## config.mk

```make
export PLATFORM = sky130hd
export DESIGN_NAME = lzc_sched
export DESIGN_NICKNAME = d
export VERILOG_FILES = /design/src/rtl/lzc_pkg.sv /design/src/rtl/rr_arbiter.sv /design/src/rtl/lzc_sched.sv
export SDC_FILE = /design/constraint.sdc
export NUM_CORES = 1
export LEC_CHECK = 0
export CORE_ASPECT_RATIO = 0.9
export CORE_MARGIN = 10
export CORE_UTILIZATION = 39
export CTS_CLUSTER_DIAMETER = 80
export DETAILED_ROUTE_END_ITERATION = 7
export PLACE_DENSITY = 0.87
export SYNTH_ARGS = -nofsm -noshare
export SYNTH_HDL_FRONTEND = slang
export SYNTH_SLANG_ARGS = --single-unit
```

## constraint.sdc

```tcl
create_clock -name CLK -period 2.8 [get_ports CLK]
set_input_delay 0.56 -clock CLK [delete_from_list [all_inputs] [get_ports CLK]]
set_output_delay 0.56 -clock CLK [all_outputs]
set_load 0.02 [all_outputs]
```

## src/rtl/lzc_pkg.sv

```systemverilog
// lzc_pkg: shared state encoding and default sizing for the LZC
// job scheduler.
package lzc_pkg;

   typedef enum logic [2:0] {
      ST_IDLE,
      ST_FEED,
      ST_WAIT,
      ST_PAD,
      ST_DONE
   } state_t;

   localparam int LZC_WIDTH = 16;
   localparam int LZC_WORD  = 16;
   localparam int LZC_ZW    = 9;
   localparam int LZC_TMO   = 64;
   localparam int LZC_CW    = $clog2(LZC_WORD + 1);
   localparam int LZC_TW    = $clog2(LZC_TMO + 1);

endpackage

```

## src/rtl/rr_arbiter.sv

```systemverilog
// rr_arbiter: combinational round-robin pick, searching upward from
// i_ptr+1 and wrapping, so the last winner gets lowest priority.
module rr_arbiter #(
   parameter int NREQ = 4,
   parameter int PW   = (NREQ > 1) ? $clog2(NREQ) : 1
) (
   input  logic [NREQ-1:0] i_req,
   input  logic [PW-1:0]   i_ptr,
   output logic [NREQ-1:0] o_win
);

   logic          w_hit;
   logic [PW-1:0] w_idx;

   always_comb begin
      o_win = '0;
      w_hit = 1'b0;
      w_idx = '0;
      for (int k = 1; k <= NREQ; k++) begin
         w_idx = PW'((int'(i_ptr) + k) % NREQ);
         if (!w_hit && i_req[w_idx]) begin
            o_win[w_idx] = 1'b1;
            w_hit        = 1'b1;
         end
      end
   end

endmodule

```

## src/rtl/lzc_sched.sv

```systemverilog
// lzc_sched: round-robin owner of one shared LZC; streams a WORD-word
// job per grant and hands the LZC result back to the owning requester.
module lzc_sched
   import lzc_pkg::*;
#(
   parameter int WIDTH = LZC_WIDTH,
   parameter int WORD  = LZC_WORD,
   parameter int NREQ  = 4,
   parameter int ZW    = LZC_ZW,
   parameter int TMO   = LZC_TMO
) (
   input  logic                  CLK,
   input  logic                  RST_N,
   input  logic [NREQ-1:0]       REQ,
   input  logic [NREQ-1:0]       REQ_MODE,
   input  logic [NREQ-1:0]       REQ_VALID,
   input  logic [NREQ*WIDTH-1:0] REQ_DATA,
   output logic [NREQ-1:0]       GNT,
   output logic [NREQ-1:0]       WORD_ACK,
   output logic                  L_IVALID,
   output logic [WIDTH-1:0]      L_DATA,
   output logic                  L_MODE,
   input  logic                  L_OVALID,
   input  logic [ZW-1:0]         L_ZEROS,
   output logic [NREQ-1:0]       RES_VALID,
   output logic [ZW-1:0]         RES_ZEROS,
   output logic                  RES_ERR,
   output logic                  BUSY
);

   localparam int PW = (NREQ > 1) ? $clog2(NREQ) : 1;
   localparam int CW = $clog2(WORD + 1);
   localparam int TW = $clog2(TMO + 1);

   state_t           r_state;
   state_t           w_state_nx;
   logic [NREQ-1:0]  r_gnt;
   logic [NREQ-1:0]  w_win;
   logic [PW-1:0]    r_ptr;
   logic [PW-1:0]    w_win_idx;
   logic [CW-1:0]    r_cnt;
   logic [TW-1:0]    r_tmr;
   logic             r_mode;
   logic             r_disc;
   logic             r_err;
   logic             r_ivalid;
   logic [WIDTH-1:0] r_data;
   logic [WIDTH-1:0] w_word;
   logic [ZW-1:0]    r_zeros;
   logic             w_own;
   logic             w_xfer;
   logic             w_last;
   logic             w_tmo;
   logic             w_done;

   rr_arbiter #(
      .NREQ (NREQ),
      .PW   (PW)
   ) u_arb (
      .i_req (REQ),
      .i_ptr (r_ptr),
      .o_win (w_win)
   );

   assign w_own  = |(r_gnt & REQ);
   assign w_xfer = (r_state == ST_FEED) && w_own
                && |(r_gnt & REQ_VALID);
   assign w_last = (r_cnt == CW'(WORD - 1));
   assign w_tmo  = (r_tmr == TW'(TMO));
   assign w_done = (r_state == ST_DONE);

   always_comb begin
      w_word    = '0;
      w_win_idx = '0;
      for (int i = 0; i < NREQ; i++) begin
         if (r_gnt[i]) w_word = w_word | REQ_DATA[i*WIDTH +: WIDTH];
         if (w_win[i]) w_win_idx = PW'(i);
      end
   end

   always_comb begin
      w_state_nx = r_state;
      unique case (r_state)
         ST_IDLE: if (|REQ) w_state_nx = ST_FEED;
         ST_FEED: begin
            if (!w_own)               w_state_nx = ST_PAD;
            else if (w_xfer && w_last) w_state_nx = ST_WAIT;
         end
         ST_PAD:  if (w_last) w_state_nx = ST_WAIT;
         ST_WAIT: if (L_OVALID || w_tmo) w_state_nx = ST_DONE;
         ST_DONE: w_state_nx = ST_IDLE;
         default: w_state_nx = ST_IDLE;
      endcase
   end

   always_ff @(posedge CLK or negedge RST_N) begin
      if (!RST_N) r_state <= ST_IDLE;
      else        r_state <= w_state_nx;
   end

   always_ff @(posedge CLK or negedge RST_N) begin
      if (!RST_N) begin
         r_gnt    <= '0;
         r_ptr    <= PW'(NREQ - 1);
         r_cnt    <= '0;
         r_tmr    <= '0;
         r_mode   <= 1'b0;
         r_disc   <= 1'b0;
         r_err    <= 1'b0;
         r_ivalid <= 1'b0;
         r_data   <= '0;
         r_zeros  <= '0;
      end else begin
         // padding keeps the LZC frame length fixed after an abort
         r_ivalid <= w_xfer || (r_state == ST_PAD);
         if (w_xfer)                   r_data <= w_word;
         else if (r_state == ST_PAD)   r_data <= '0;
         unique case (r_state)
            ST_IDLE: if (|REQ) begin
               r_gnt  <= w_win;
               r_ptr  <= w_win_idx;
               r_mode <= |(w_win & REQ_MODE);
               r_cnt  <= '0;
               r_disc <= 1'b0;
            end
            ST_FEED: if (w_xfer) begin
               r_cnt <= r_cnt + CW'(1);
               if (w_last) r_tmr <= '0;
            end
            ST_PAD: begin
               r_cnt <= r_cnt + CW'(1);
               if (w_last) begin
                  r_tmr  <= '0;
                  r_disc <= 1'b1;
               end
            end
            ST_WAIT: begin
               r_tmr <= r_tmr + TW'(1);
               if (L_OVALID) begin
                  r_zeros <= L_ZEROS;
                  r_err   <= 1'b0;
               end else if (w_tmo) begin
                  r_zeros <= '0;
                  r_err   <= 1'b1;
               end
            end
            ST_DONE: r_gnt <= '0;
            default: ;
         endcase
      end
   end

   assign GNT       = r_gnt;
   assign WORD_ACK  = w_xfer ? r_gnt : '0;
   assign L_IVALID  = r_ivalid;
   assign L_DATA    = r_data;
   assign L_MODE    = r_mode;
   assign RES_VALID = (w_done && !r_disc) ? r_gnt : '0;
   assign RES_ZEROS = w_done ? r_zeros : '0;
   assign RES_ERR   = w_done && r_err;
   assign BUSY      = (r_state != ST_IDLE);

endmodule

```

==> results of run 1 <==
worst max path at each step:
stage / slack [ns] / startpoint / to
CTS: 0.09 / REQ_VALID[2] / WORD_ACK[2]
detailed placement: -0.18 / REQ_VALID[2] / WORD_ACK[2]
finish: 0.11 / REQ_VALID[2] / WORD_ACK[2]
global placement: -0.16 / REQ_VALID[2] / WORD_ACK[2]
floorplan: 0.1 / r_ptr[1]$_DFFE_PN1P_ / L_MODE$_DFFE_PN0P_
global route: 0.04 / REQ[0] / WORD_ACK[1]
state kept, by name, indices dropped and copies added, names as in the netlist:
signal / cells
L_DATA: 16
r_disc: 1
r_state: 3
r_ptr: 2
r_tmr: 7
L_MODE: 1
r_zeros: 9
r_cnt: 5
L_IVALID: 1
GNT: 4
r_err: 1
routing by layer:
metal,global-route usage,part of all wire
met1,0.1921,0.42
met3,0.05017,0.079
met5,0,0
met4,0.03351,0.012
met2,0.2860,0.49
metrics by stage:
| step | instance area [µm²] | power [mW] | std cells | utilization | setup WS (ns) |
|---|---|---|---|---|---|
| final | 4577 | 4.251 | 549 | 0.6036 | 0.1100 |
| after CTS | 4577 | 4.275 | 549 | 0.6036 | 0.09455 |
| after detailed placement | 4482 | 3.817 | 541 | 0.5911 | -0.1784 |
| after global routing | 4577 | 4.574 | 549 | 0.6036 | 0.03857 |
| after floorplan | 3044 | 2.891 | 317 | - | 0.09624 |
| after global placement | 4482 | 3.729 | 541 | 0.5911 | -0.1556 |
cells by family after synthesis:
logic type,after synthesis,share of synthesized area
compound gates,97,0.2409
xor+xnor,7,0.02014
fa+ha+maj,12,0.04932
buf+inv,44,0.06905
flops,50,0.4118
mux,10,0.05056
simple gates,97,0.1582
cells in the mapped netlist (2+ instances only):
| library cell | instances | area [µm²] |
|---|---|---|
| buf_4 | 2 | 15.01 |
| nor3_1 | 7 | 35.03 |
| a22o_1 | 26 | 227.7 |
| nand4_1 | 3 | 18.77 |
| nand2_1 | 22 | 82.58 |
| xor2_1 | 7 | 61.31 |
| clkbuf_1 | 16 | 60.06 |
| dfstp_2 | 2 | 52.55 |
| buf_6 | 5 | 56.30 |
| nand2b_1 | 4 | 25.02 |
| and3_1 | 12 | 75.07 |
| a21oi_1 | 8 | 40.04 |
| nor2_1 | 21 | 78.83 |
| mux2i_1 | 6 | 60.06 |
| nand3_1 | 17 | 85.08 |
| and2_1 | 2 | 12.51 |
| o31ai_1 | 2 | 15.01 |
| inv_1 | 21 | 78.83 |
| ha_1 | 12 | 150.1 |
| o22ai_1 | 2 | 12.51 |
| nor2b_1 | 2 | 12.51 |
| a22oi_1 | 4 | 30.03 |
| nor4_1 | 2 | 12.51 |
| a221oi_1 | 16 | 140.1 |
| a22oi_2 | 3 | 37.54 |
| dfrtp_1 | 48 | 1201 |
| a31oi_1 | 5 | 31.28 |
| o21ai_0 | 20 | 100.1 |
| mux4_2 | 3 | 67.56 |
layout make-up:
cell class | instances | share of cell area
clock buffers | 6 | 0.01804
repair buffers | 151 | 0.3155
flip-flops and latches | 50 | 0.2739
well taps | 96 | 0.02624
inverters | 21 | 0.01722
clock inverters | 2 | 0.003827
multi-input cells | 223 | 0.3453
cell usage in the layout, fill, tap and decap left out, types with 2 or more instances in the layout:
cell type,Yosys,layout
o31ai_1,2,2
a221oi_1,16,16
mux2i_1,6,6
a31oi_1,5,5
a22oi_1,4,4
and2_1,2,2
a22oi_2,3,3
nand2b_1,4,4
o21ai_0,20,20
ha_1,12,12
inv_1,21,21
nand4_1,3,3
nor3_1,7,7
a21oi_1,8,8
clkdlybuf4s50_1,0,123
o22ai_1,2,2
a22o_1,26,26
mux4_2,3,3
dfstp_2,2,2
and3_1,12,12
clkbuf_8,0,6
nand2_1,22,22
xor2_1,7,7
nor2b_1,2,2
nand3_1,17,17
buf_4,2,23
dfrtp_1,48,48
nor2_1,21,21
clkinv_4,0,2
nor4_1,2,2
dlygate4sd2_1,0,4
power groups by stage:
stage	combinational, mW	sequential [mW]	clock, mW
6_report	2.55	1.25	0.454
5_1_grt	2.80	1.28	0.486
4_1_cts	2.56	1.24	0.466
3_5_place_dp	2.56	1.26	0
3_3_place_gp	2.48	1.25	0
2_1_floorplan	1.53	1.37	0
timing repair:
item	in CTS	in global routing
gates resized for setup	4	0
endpoints found under the setup margin	4	0
endpoints found under the hold margin	0	0
==> impl_metrics.tcl, run 1 <==
set metrics [dict create \
    cp.arrival_ns 2.13 \
    reg2reg_slack_ns 0.15 \
    antenna_found_initial 0 \
    synth_cell_types 46 \
    drv_slew 0 \
    core_um2 7582 \
    slew_headroom 0.4050 \
    cts_max_path_buffers 2 \
    post_cts_buffers 0 \
    cts_buffers 5 \
    worst-path-max-fanout 5 \
    grt_first_pass_wirelength_um 16050 \
    grt_max_degree 33 \
    overflow 0 \
    start_kind "input pin" \
    critPathKind "in -> out" \
    synthFlopType "dfrtp_1" \
    clock.fmax_ghz 0.3717 \
    synth_fp_nets 417 \
    ios 129 \
    synthArstFlopShare 1.000 \
    setup_viol 0 \
    antenna_cells 0 \
    dieArea_um2 11740 \
    rows 30 \
    worstHoldPathType "in -> async" \
    firstDrtPassIters 4 \
    drv_cap 0 \
    clk_pin_slew_ns 0.10 \
    grt_pass1_vias 3066 \
    die_h_um 103.8 \
    yosys_warnings 0 \
    clkPwrFrac 0.107 \
    p_sw_mw 1.841 \
    grt_usage 0.1640 \
    routed_via_density 5.490 \
    cp.depth 6 \
    p_sw_frac 0.4331 \
    powerDensity_nw_per_um2 928.8 \
    drt_iter0_drc 242 \
    place_congestion 0.9503 \
    finalCriticalPeriod_ns 2.690 \
    synth_edf_count 0 \
    hold_slack_ns 0.2356 \
    synth_cells 317 \
    final-seq-area_um2 1254 \
    drc 0 \
    cts_hold_buffers 0 \
    nFillCells 604 \
    p_leak_nw 2.027 \
    die-width_um 113.1 \
    final_layout_size_suffix_gt1_frac 0.09934 \
    syn_area_um2 3044 \
    worst_slew_pin_slew_ns 0.8892 \
    critPathSlowestCell "clkdlybuf4s50_1" \
    path_buf_inv 2 \
    antenna_left 0 \
    rr_worst_depth 8 \
    rsz0062_at_grt "false" \
    multi_input_area_um2 1580 \
    slowest_delay_ns 0.47 \
    synth.avg_cell_area_um2 9.603 \
    period_share 0.9607 \
    hold_viol 0 \
    required_ns 2.24 \
    dp_hpwl_um 8257 \
    cpLargestDelayFamily "buffers and inverters" \
    crit_chain "clkdlybuf4s50_1 -> a22oi_1 -> a22oi_2 -> nand3b_1 -> nor2_1 -> dlygate4sd2_1" \
    pwr-share-seq 0.294 \
    ys_ff_latch 50 \
    combPwrFrac 0.599 \
    timing.rr.end "L_MODE$_DFFE_PN0P_" \
    htreeDepth 2 \
    cts_sinks 50 \
    skew_ns 0.009061 \
    p_int_mw 2.410 \
    area_growth_pct 50.35 \
    root_buffer "clkbuf_8" \
    r2r-start "r_ptr[0]$_DFFE_PN1P_" \
    vdd_drop_max_uv 329.3 \
    wl_um 10130 \
    clk-insertion-delay-late_ns 0.31 \
    end_kind "primary output" \
    initial_core_util 0.4015 \
    cts_tree "built" \
    setup_tns_ns 0 \
    num_vias 3014 \
    layout.nets 552 \
    ys_seq_area_frac 0.4118 \
    port_buffers 128 \
    routedWlPerCell_um 18.45 \
    status "complete, no violations" \
]
Power figures use the tool's default switching activity.
==> run 2, diff against run 1 <==
--- a/config.mk
+++ b/config.mk
@@ -10,7 +10,7 @@
 export CORE_UTILIZATION = 39
 export CTS_CLUSTER_DIAMETER = 80
 export DETAILED_ROUTE_END_ITERATION = 7
-export PLACE_DENSITY = 0.87
+export PLACE_DENSITY = 0.77
 export SYNTH_ARGS = -nofsm -noshare
 export SYNTH_HDL_FRONTEND = slang
 export SYNTH_SLANG_ARGS = --single-unit
==> run 2 against run 1 <==
Effect of this change:
- highest routed layer unchanged
- critical endpoint is now WORD_ACK[0]
- non-clock buffer count grew 1
- register-to-register slack improved by 0.08 ns
- routed wire length grew 1.2%
- total power fell by 0.80%
- sequential share of layout area is 0.068 points higher
- clock power down 13%
- global-route usage is 0.18 points higher
- via count decreased by 0.90%
- worst hold slack got worse by 0.10 ns
==> impl_metrics.tcl, run 2 (synthesized netlist as in run 1, its figures left out) <==
set metrics [dict create \
    combPwrFrac 0.612 \
    end_kind "primary output" \
    p_sw_mw 1.835 \
    period_share 0.9409 \
    antenna_cells 0 \
    slowest_delay_ns 0.46 \
    cp.arrival_ns 2.07 \
    final_cells 549 \
    grt_usage 0.1658 \
    crit_chain "clkdlybuf4s50_1 -> a22oi_1 -> a22oi_2 -> nand3b_1 -> buf_4 -> nor2_1 -> dlygate4sd2_1" \
    grt_first_pass_wirelength_um 16240 \
    finalCriticalPeriod_ns 2.634 \
    start_kind "input pin" \
    num_vias 2987 \
    final_layout_size_suffix_gt1_frac 0.1015 \
    clk-insertion-delay-late_ns 0.30 \
    power_mw 4.217 \
    critPathKind "in -> out" \
    cts_tree "built" \
    clk_pin_slew_ns 0.09 \
    drt_iter0_drc 187 \
    clock.fmax_ghz 0.3796 \
    drv_cap 0 \
    cts_sinks 50 \
    cts_max_path_buffers 2 \
    htreeDepth 2 \
    setup_ws_ns 0.1656 \
    finish.utilization 0.6021 \
    slew_headroom 0.6375 \
    status "complete, no violations" \
    cts_hold_buffers 0 \
    hold_viol 0 \
    final_common_cell "clkdlybuf4s50_1" \
    wl_um 10250 \
    final_cell_mix "clkdlybuf4s50_1 (123), dfrtp_1 (48), a22o_1 (26)" \
    powerDensity_nw_per_um2 923.7 \
    critPathSlowestCell "clkdlybuf4s50_1" \
    nFillCells 651 \
    cts_buffers 5 \
    vdd_drop_max_uv 494.9 \
    multi_input_area_um2 1583 \
    die_h_um 103.8 \
    grt_max_degree 38 \
    largest_register_ff_count 16 \
    p_leak_nw 2.025 \
    firstDrtPassIters 6 \
    dp.cells 542 \
    drc 0 \
    layout.nets 553 \
    dp_hpwl_um 8250 \
    clkPwrFrac 0.094 \
    dieArea_um2 11740 \
    overflow 0 \
    final-seq-area_um2 1254 \
    grt_pass1_vias 3103 \
    pwr-share-seq 0.294 \
    drv_slew 0 \
    root_buffer "clkbuf_8" \
    rows 30 \
    routed_via_density 5.441 \
    antenna_left 0 \
    worst-path-max-fanout 9 \
    worstHoldPathType "in -> async" \
    skew_ns 0.005202 \
    ios 129 \
    place_congestion 0.8896 \
    antenna_found_initial 0 \
    p_sw_frac 0.4352 \
    setup_viol 0 \
    core_um2 7582 \
    worst_slew_pin_slew_ns 0.5425 \
    port_buffers 128 \
    required_ns 2.24 \
    p_int_mw 2.382 \
    die-width_um 113.1 \
    dp_slack_ns -0.1104 \
    rsz0062_at_grt "false" \
    routedWlPerCell_um 18.68 \
    initial_core_util 0.4015 \
    area_growth_pct 49.98 \
]
## run 2: cell types whose count changed in the layout (fill, tap and decap cells not counted), sizes merged
cell	previous run	this run
buf	24	25
clkbuf	6	5
## run 2: timing repair
item | in CTS | in global routing
endpoints found under the setup margin | 4 | 1
gates resized for setup | 4 | 1
setup buffers | 0 | 0
## run 2: final timing paths
kind	start	endpoint	slack (ns)	depth (start not counted)
setup / recovery	REQ_VALID[2]	WORD_ACK[0]	0.17	7
max in group asynchronous	RST_N	GNT[3]$_DFFE_PN0P_	1.89	2
hold / removal	RST_N	r_tmr[4]$_DFFE_PN0P_	0.13	1
min in group CLK	r_zeros[8]$_DFFE_PN0P_	r_zeros[8]$_DFFE_PN0P_	0.50	1
hold reg to reg	r_zeros[8]$_DFFE_PN0P_	r_zeros[8]$_DFFE_PN0P_	0.50	1
setup reg to reg	r_ptr[0]$_DFFE_PN1P_	L_MODE$_DFFE_PN0P_	0.23	8
## run 2: layout make-up
| type | instances | share of cell area |
|---|---|---|
| repair buffers | 152 | 0.3179 |
| well taps | 96 | 0.02631 |
| clock inverters | 2 | 0.002192 |
| flip-flops and latches | 50 | 0.2746 |
| multi-input cells | 223 | 0.3467 |
| clock buffers | 5 | 0.01507 |
| inverters | 21 | 0.01726 |
## run 2: critical path: cells and delay by family
| family | cells | cell delay (ns) |
|---|---|---|
| simple gates | 2 | 0.18 |
| buf+inv | 3 | 1.00 |
| compound gates | 2 | 0.34 |
## run 2: per-stage QoR
| step | cell area (µm²) | hold slack, ns | setup TNS [ns] |
|---|---|---|---|
| after floorplan | 3044 | 0.2644 | 0 |
| after global placement | 4489 | 0.4667 | -0.3210 |
| after detailed placement | 4489 | 0.4722 | -0.3844 |
| after CTS | 4563 | 0.1355 | 0 |
| after global routing | 4566 | 0.1518 | 0 |
| final | 4566 | 0.1327 | 0 |
## run 2: power groups by stage
| stage | logic, mW | clock network, mW | registers, mW |
|---|---|---|---|
| after floorplan | 1.53 | 0 | 1.37 |
| after global placement | 2.52 | 0 | 1.24 |
| after detailed placement | 2.59 | 0 | 1.25 |
| after CTS | 2.60 | 0.411 | 1.24 |
| after global routing | 2.83 | 0.434 | 1.28 |
| final | 2.58 | 0.395 | 1.24 |
## run 2: layer usage
layer,vias up,routed length (µm),GRT usage,part of all wire
met5,-,0,0,0
met4,0,110,0.03261,0.011
met3,11,839,0.05306,0.082
met2,120,4936,0.2815,0.48
met1,1418,4367,0.1997,0.43
li1,1438,-,-,-
==> run 3, diff against run 2 <==
--- a/config.mk
+++ b/config.mk
@@ -5,6 +5,7 @@
 export SDC_FILE = /design/constraint.sdc
 export NUM_CORES = 1
 export LEC_CHECK = 0
+export ABC_CLOCK_PERIOD_IN_PS = 2800
 export CORE_ASPECT_RATIO = 0.9
 export CORE_MARGIN = 10
 export CORE_UTILIZATION = 39
==> results of run 3 <==
Same layout as run 2: the final DEF is identical, and so are final timing and power.
